===== config.mk =====
export PLATFORM = sky130hd
export DESIGN_NAME = atmega_int_ctrl_flat
export DESIGN_NICKNAME = d
export VERILOG_FILES = /design/src/rtl/atmega_int_ctrl_if.sv /design/src/rtl/atmega_int_ctrl.sv /design/src/flat_wrapper.sv
export SDC_FILE = /design/constraint.sdc
export NUM_CORES = 1
export LEC_CHECK = 0
export CORE_MARGIN = 4
export CORE_UTILIZATION = 46
export DETAILED_ROUTE_END_ITERATION = 8
export GPL_TIMING_DRIVEN = 1
export HOLD_SLACK_MARGIN = 0.1
export PLACE_DENSITY = 0.89
export REMOVE_ABC_BUFFERS = 1
export SYNTH_ARGS = -nofsm -noshare
export SYNTH_HDL_FRONTEND = slang
export SYNTH_SLANG_ARGS = --single-unit

===== constraint.sdc =====
create_clock -name clk_i -period 2.6 [get_ports clk_i]
set_input_delay 0.52 -clock clk_i [delete_from_list [all_inputs] [get_ports clk_i]]
set_output_delay 0.52 -clock clk_i [all_outputs]
set_load 0.03 [all_outputs]

===== src/rtl/atmega_int_ctrl_if.sv =====
// Interrupt handshake bundle between peripheral sources / core (master side)
// and the interrupt arbiter (slave side).
interface atmega_int_ctrl_if #(
    parameter int NUM_INTS = 8,
    parameter int VECT_W   = 8
);
    logic [NUM_INTS-1:0] int_src_i;
    logic [NUM_INTS-1:0] int_en_i;
    logic                gie_i;
    logic                int_take_i;
    logic                reti_i;
    logic                int_req_o;
    logic [VECT_W-1:0]   int_vect_o;
    logic [NUM_INTS-1:0] int_ack_o;
    logic [NUM_INTS-1:0] int_pend_o;
    logic                in_service_o;

    modport master (
        output int_src_i, int_en_i, gie_i, int_take_i, reti_i,
        input  int_req_o, int_vect_o, int_ack_o, int_pend_o, in_service_o
    );

    modport slave (
        input  int_src_i, int_en_i, gie_i, int_take_i, reti_i,
        output int_req_o, int_vect_o, int_ack_o, int_pend_o, in_service_o
    );
endinterface


===== src/rtl/atmega_int_ctrl.sv =====
// Fixed-priority interrupt arbiter and vectoring stage for an AVR-style core:
// request -> take -> one-cycle ack -> service until RETI.
//
// state   | meaning
// IDLE    | no request outstanding, arbitrating pending sources
// PEND    | int_req_o raised, vector frozen, waiting for core take
// ACK     | one-cycle acknowledge to the winning source
// SERVICE | ISR running, new requests held off until RETI
module atmega_int_ctrl #(
    parameter int NUM_INTS    = 8,
    parameter int VECT_W      = 8,
    parameter int VECT_STRIDE = 2
) (
    input logic             clk_i,
    input logic             rst_i,
    atmega_int_ctrl_if.slave bus
);
    localparam int SEL_W = (NUM_INTS > 1) ? $clog2(NUM_INTS) : 1;

    typedef enum logic [1:0] {IDLE, PEND, ACK, SERVICE} state_t;

    state_t              state;
    logic [SEL_W-1:0]    sel;
    logic [SEL_W-1:0]    win_idx;
    logic [NUM_INTS-1:0] pending;
    logic                req_q;
    logic [VECT_W-1:0]   vect_q;
    logic [NUM_INTS-1:0] ack_q;
    logic [NUM_INTS-1:0] pend_q;
    logic                svc_q;

    assign bus.int_req_o    = req_q;
    assign bus.int_vect_o   = vect_q;
    assign bus.int_ack_o    = ack_q;
    assign bus.int_pend_o   = pend_q;
    assign bus.in_service_o = svc_q;

    assign pending = bus.int_src_i & bus.int_en_i;

    // Vector arithmetic wraps at VECT_W bits by design.
    function automatic logic [VECT_W-1:0] vector_of(input logic [SEL_W-1:0] idx);
        logic [31:0] v;
        v = (32'(idx) + 32'd1) * 32'(VECT_STRIDE);
        return v[VECT_W-1:0];
    endfunction

    // Lowest index wins: scan downwards so the last hit is the smallest.
    always_comb begin
        win_idx = '0;
        for (int k = NUM_INTS - 1; k >= 0; k--) begin
            if (pending[k]) win_idx = SEL_W'(k);
        end
    end

    always_ff @(posedge clk_i) begin
        if (rst_i) begin
            state  <= IDLE;
            sel    <= '0;
            req_q  <= 1'b0;
            vect_q <= '0;
            ack_q  <= '0;
            pend_q <= '0;
            svc_q  <= 1'b0;
        end else begin
            pend_q <= pending;
            ack_q  <= '0;
            case (state)
                IDLE: begin
                    if (bus.gie_i && (|pending)) begin
                        sel    <= win_idx;
                        req_q  <= 1'b1;
                        vect_q <= vector_of(win_idx);
                        state  <= PEND;
                    end
                end
                PEND: begin
                    // A take in the same cycle as a withdrawal still commits.
                    if (bus.int_take_i) begin
                        req_q      <= 1'b0;
                        ack_q[sel] <= 1'b1;
                        state      <= ACK;
                    end else if (!pending[sel] || !bus.gie_i) begin
                        req_q <= 1'b0;
                        state <= IDLE;
                    end
                end
                ACK: begin
                    svc_q <= 1'b1;
                    state <= SERVICE;
                end
                SERVICE: begin
                    if (bus.reti_i) begin
                        svc_q <= 1'b0;
                        state <= IDLE;
                    end
                end
                default: begin
                    req_q <= 1'b0;
                    svc_q <= 1'b0;
                    state <= IDLE;
                end
            endcase
        end
    end
endmodule


===== src/flat_wrapper.sv =====
// flat-port wrapper written by rule: the top's interface ports become plain ports
module atmega_int_ctrl_flat 
#(
    parameter int NUM_INTS    = 8,
    parameter int VECT_W      = 8,
    parameter int VECT_STRIDE = 2
)
  (clk_i, rst_i, bus_int_src_i, bus_int_en_i, bus_gie_i, bus_int_take_i, bus_reti_i, bus_int_req_o, bus_int_vect_o, bus_int_ack_o, bus_int_pend_o, bus_in_service_o);
  atmega_int_ctrl_if #(.NUM_INTS(NUM_INTS), .VECT_W(VECT_W)) bus_i ();
  input logic clk_i;
  input logic rst_i;
  input wire logic [$bits(bus_i.int_src_i)-1:0] bus_int_src_i;
  input wire logic [$bits(bus_i.int_en_i)-1:0] bus_int_en_i;
  input wire logic [$bits(bus_i.gie_i)-1:0] bus_gie_i;
  input wire logic [$bits(bus_i.int_take_i)-1:0] bus_int_take_i;
  input wire logic [$bits(bus_i.reti_i)-1:0] bus_reti_i;
  output wire logic [$bits(bus_i.int_req_o)-1:0] bus_int_req_o;
  output wire logic [$bits(bus_i.int_vect_o)-1:0] bus_int_vect_o;
  output wire logic [$bits(bus_i.int_ack_o)-1:0] bus_int_ack_o;
  output wire logic [$bits(bus_i.int_pend_o)-1:0] bus_int_pend_o;
  output wire logic [$bits(bus_i.in_service_o)-1:0] bus_in_service_o;
  assign bus_i.int_src_i = bus_int_src_i;
  assign bus_i.int_en_i = bus_int_en_i;
  assign bus_i.gie_i = bus_gie_i;
  assign bus_i.int_take_i = bus_int_take_i;
  assign bus_i.reti_i = bus_reti_i;
  assign bus_int_req_o = bus_i.int_req_o;
  assign bus_int_vect_o = bus_i.int_vect_o;
  assign bus_int_ack_o = bus_i.int_ack_o;
  assign bus_int_pend_o = bus_i.int_pend_o;
  assign bus_in_service_o = bus_i.in_service_o;
  atmega_int_ctrl #(.NUM_INTS(NUM_INTS), .VECT_W(VECT_W), .VECT_STRIDE(VECT_STRIDE)) u_core (.clk_i(clk_i), .rst_i(rst_i), .bus(bus_i));
endmodule

==> results by group <==
Status
  • Status: finished clean

Worst setup path
  • Crit path to: u_core.bus.int_vect_o[1]
  • Worst setup startpoint: bus_int_en_i[4]
  • Delay of the slowest cell on the worst path: 640 ps
  • Critical path class: in -> reg
  • FF-to-FF End: u_core.bus.int_vect_o[1]
  • Critical path depth in cells: 6
  • Worst R2R Path Depth: 3
  • Worst path required time: between 2000 and 3000 ps
  • R2r setup slk: 980 ps
  • Worst-path maximum fanout: 13
  • Slowest cell on crit path: nor3_2
  • Critical-path cell list: clkdlybuf4s50_1 -> a22o_2 -> o41ai_4 -> nor3_2 -> o211ai_2 -> nor3b_2
  • Number of buffer and inverter stages on the critical path: 1
  • Worst Path Arrival: 2350 ps
  • Worst r2r src: u_core.state[0]
  • Top Family by Delay on Critical Path: simple AND/OR/NAND/NOR gates
  • Critical Path Sink Type: register
  • CP startpoint kind: input pin

Finish
  • NumNets Final: about 190
  • Final instance area: 1640 sq um
  • Core Util, Final: 66.3%
  • Number of fill cells: 220
  • Layout cells sized above 1: ~12%
  • P&R area growth vs syn: 37.0%
  • Antenna diodes: 0

STA
  • Worst Max-Slew Pin Slew: ~840 ps
  • Maximum clock rate: about 470 MHz
  • Setup-failing EPs final: 0
  • Clock skew: 4.39 ps
  • Slew Viols, Final: 0
  • Setup_tns: 0 ps
  • Final worst slack: 470 ps
  • RSZ-0062 raised after global routing: no
  • Hold Vio Cnt, Final: 0
  • Period utilisation layout: around four fifths
  • Fin crit period: between 2000 and 2500 ps
  • Rel. slew slack: between 40% and 50%

Place
  • Gpl congestion: between 0.8 and 0.9
  • DP Worst Slack: about 130 ps
  • Cell area after placement: 1610 sq um
  • Dpl hpwl: ~2.1 mm
  • # port buffers: 42

Synth
  • Distinct cell type count after synthesis: a little over 40
  • Cell Area, Synth: between 1000 and 1500 sq um
  • Number of enable flip-flop cells after synthesis: 0
  • Async set or reset register ratio after synthesis: 0%
  • Synth Instances: about 130
  • Register bit total from synthesis: 27
  • Ys flop type: dfxtp_1
  • Ys Warns: 0
  • Syn_area_per_cell: around 9.4 sq um
  • Register area share after synthesis: 45.1%

GRT
  • Vias in the first global route: roughly 1000
  • Total gr overflow: 0
  • Largest net degree at the start of global routing: 17
  • First-pass GRT wire length: between 4 and 5 mm
  • Initial antenna violation count: 0
  • Global Route Usage Sum: 16.0%

Clock tree
  • TritonCTS clock tree: built
  • CTS sink cnt: 27
  • Clock tree buffer depth: 2
  • PostCTS Resize Cnt: 0
  • Num CTS Buffers: 3
  • Clock root cell: clkbuf_4
  • Hold buffers post-CTS: 0
  • H-tree Lvls: 1
  • Post-CTS setup buffers: 0
  • Worst-path clk slew: about 150 ps
  • Worst-Skew Late Latency: approximately 330 ps

Detailed routing
  • Routed wire length: approximately 2.6 mm
  • Initial DRC Count: 34
  • Final ANT Viol Nets: 0
  • Vias/cell: 5.32
  • Drc violations: 0
  • Via count: around 1100
  • Routed WL per cell: around 13 um
  • First drt pass iteration count: 4

Die
  • Ports: between 40 and 50
  • Die W: approximately 60 um
  • Die height: 59.0 um
  • Die footprint: 3490 sq um
  • Row count: 18
  • Core box area: approximately 2500 sq um
  • Initial core utilization: 48.4%

Worst hold path
  • Type of the most critical hold path: reg -> reg

Pwr
  • Pwr Density: 519 nW/um^2
  • P_leak: approximately 0.6 nW
  • VDD IR max: 0.513 mV
  • Total power: 0.852 mW

Run
  • Max_cap viols: 0
==> worst min-delay path by stage <==
stage,from,end,slack (ps),cells past startpoint
after floorplan,u_core.sel[1],u_core.bus.int_ack_o[7],500,2
after global placement,u_core.bus.int_vect_o[4],u_core.bus.int_vect_o[4],470,2
after detailed placement,u_core.bus.int_vect_o[4],u_core.bus.int_vect_o[4],470,2
after CTS,u_core.bus.int_vect_o[4],u_core.bus.int_vect_o[4],490,2
after global routing,u_core.bus.int_vect_o[4],u_core.bus.int_vect_o[4],510,2
final,u_core.bus.int_vect_o[4],u_core.bus.int_vect_o[4],490,2
==> worst register-to-register path: cells and delay by family (launching register included) <==
family           cells  cell delay, ps
AND/OR/NAND/NOR      2             910
flip-flops           1             410
AO/OA/AOI/OAI        1             190
==> layout by cell type, fill, tap and decap left out, types with 2 or more instances in the layout <==
cell type	instances
clkdlybuf4s50_1	42
nor2b_1	3
o211ai_2	2
a311oi_1	2
o21ai_0	2
mux2i_1	2
conb_1	4
nor3_1	3
a211oi_1	2
dfxtp_1	27
a21oi_1	4
nor2_1	23
nand2_1	15
nand3_1	3
nand2b_1	5
a22o_2	3
clkbuf_4	3
nand3b_1	3
==> where the power goes <==
part | leakage [nW] | internal, mW | switching [mW] | total (mW)
Sequential | 0.220 | 0.435 | 0.0186 | 0.454
Clock | 0.0139 | 0.0590 | 0.127 | 0.186
Combinational | 0.370 | 0.0995 | 0.113 | 0.213
==> synth_stat cells, types with 3 or more instances <==
master / instances / area share [%]
a21oi_1: 4 / 1.7
nand2_1: 15 / 4.7
nor2b_1: 3 / 1.6
nand3b_1: 3 / 1.9
nor3_1: 3 / 1.3
a22o_2: 3 / 2.5
nor2_1: 23 / 7.2
nand3_1: 3 / 1.3
buf_4: 4 / 2.5
dfxtp_1: 27 / 45
nand2b_1: 5 / 2.6
==> per-stage QoR <==
stage          std cells  hold slack, ps
5_1_grt              200             515
6_report             200             491
3_3_place_gp         196             465
4_1_cts              200             487
3_5_place_dp         196             468
2_1_floorplan        123             504
==> kinds of logic (layout without fill, tap and decap cells) <==
family                 Yosys count  after routing  share of synthesized area [%]
AND/OR/NAND/NOR                 65             65                           27.5
flip-flops                      27             27                           45.1
AO/OA/AOI/OAI                   24             24                           19.4
buffers and inverters            8             47                           5.32
multiplexers                     2              2                           1.67
other                            1              4                          0.313
XOR/XNOR                         1              1                          0.731
==> sequential cells by signal, summed over array words and instances, names as in the netlist, named ones only <==
signal / cells
u_core.bus.int_ack_o: 8
u_core.bus.in_service_o: 1
u_core.bus.int_req_o: 1
u_core.bus.int_pend_o: 8
u_core.bus.int_vect_o: 4
u_core.sel: 3
u_core.state: 1
==> metal layers <==
layer  wire length [um]  track usage, %  vias to the layer above
li1                   -               -                      528
met1               1070            18.6                      496
met2               1330            29.3                       35
met3                173            4.36                        5
met4                 22            3.24                        0
met5                  0               0                        -
==> area by class of cell <==
type	count	area (sq um)	area share, %
flip-flops and latches	27	541	32.9
well taps	30	37.5	2.29
clock buffers	3	22.5	1.37
multi-input cells	96	606	36.9
repair buffers	43	428	26.1
clock inverters	1	7.51	0.457
(Power assumes the default switching activity.)
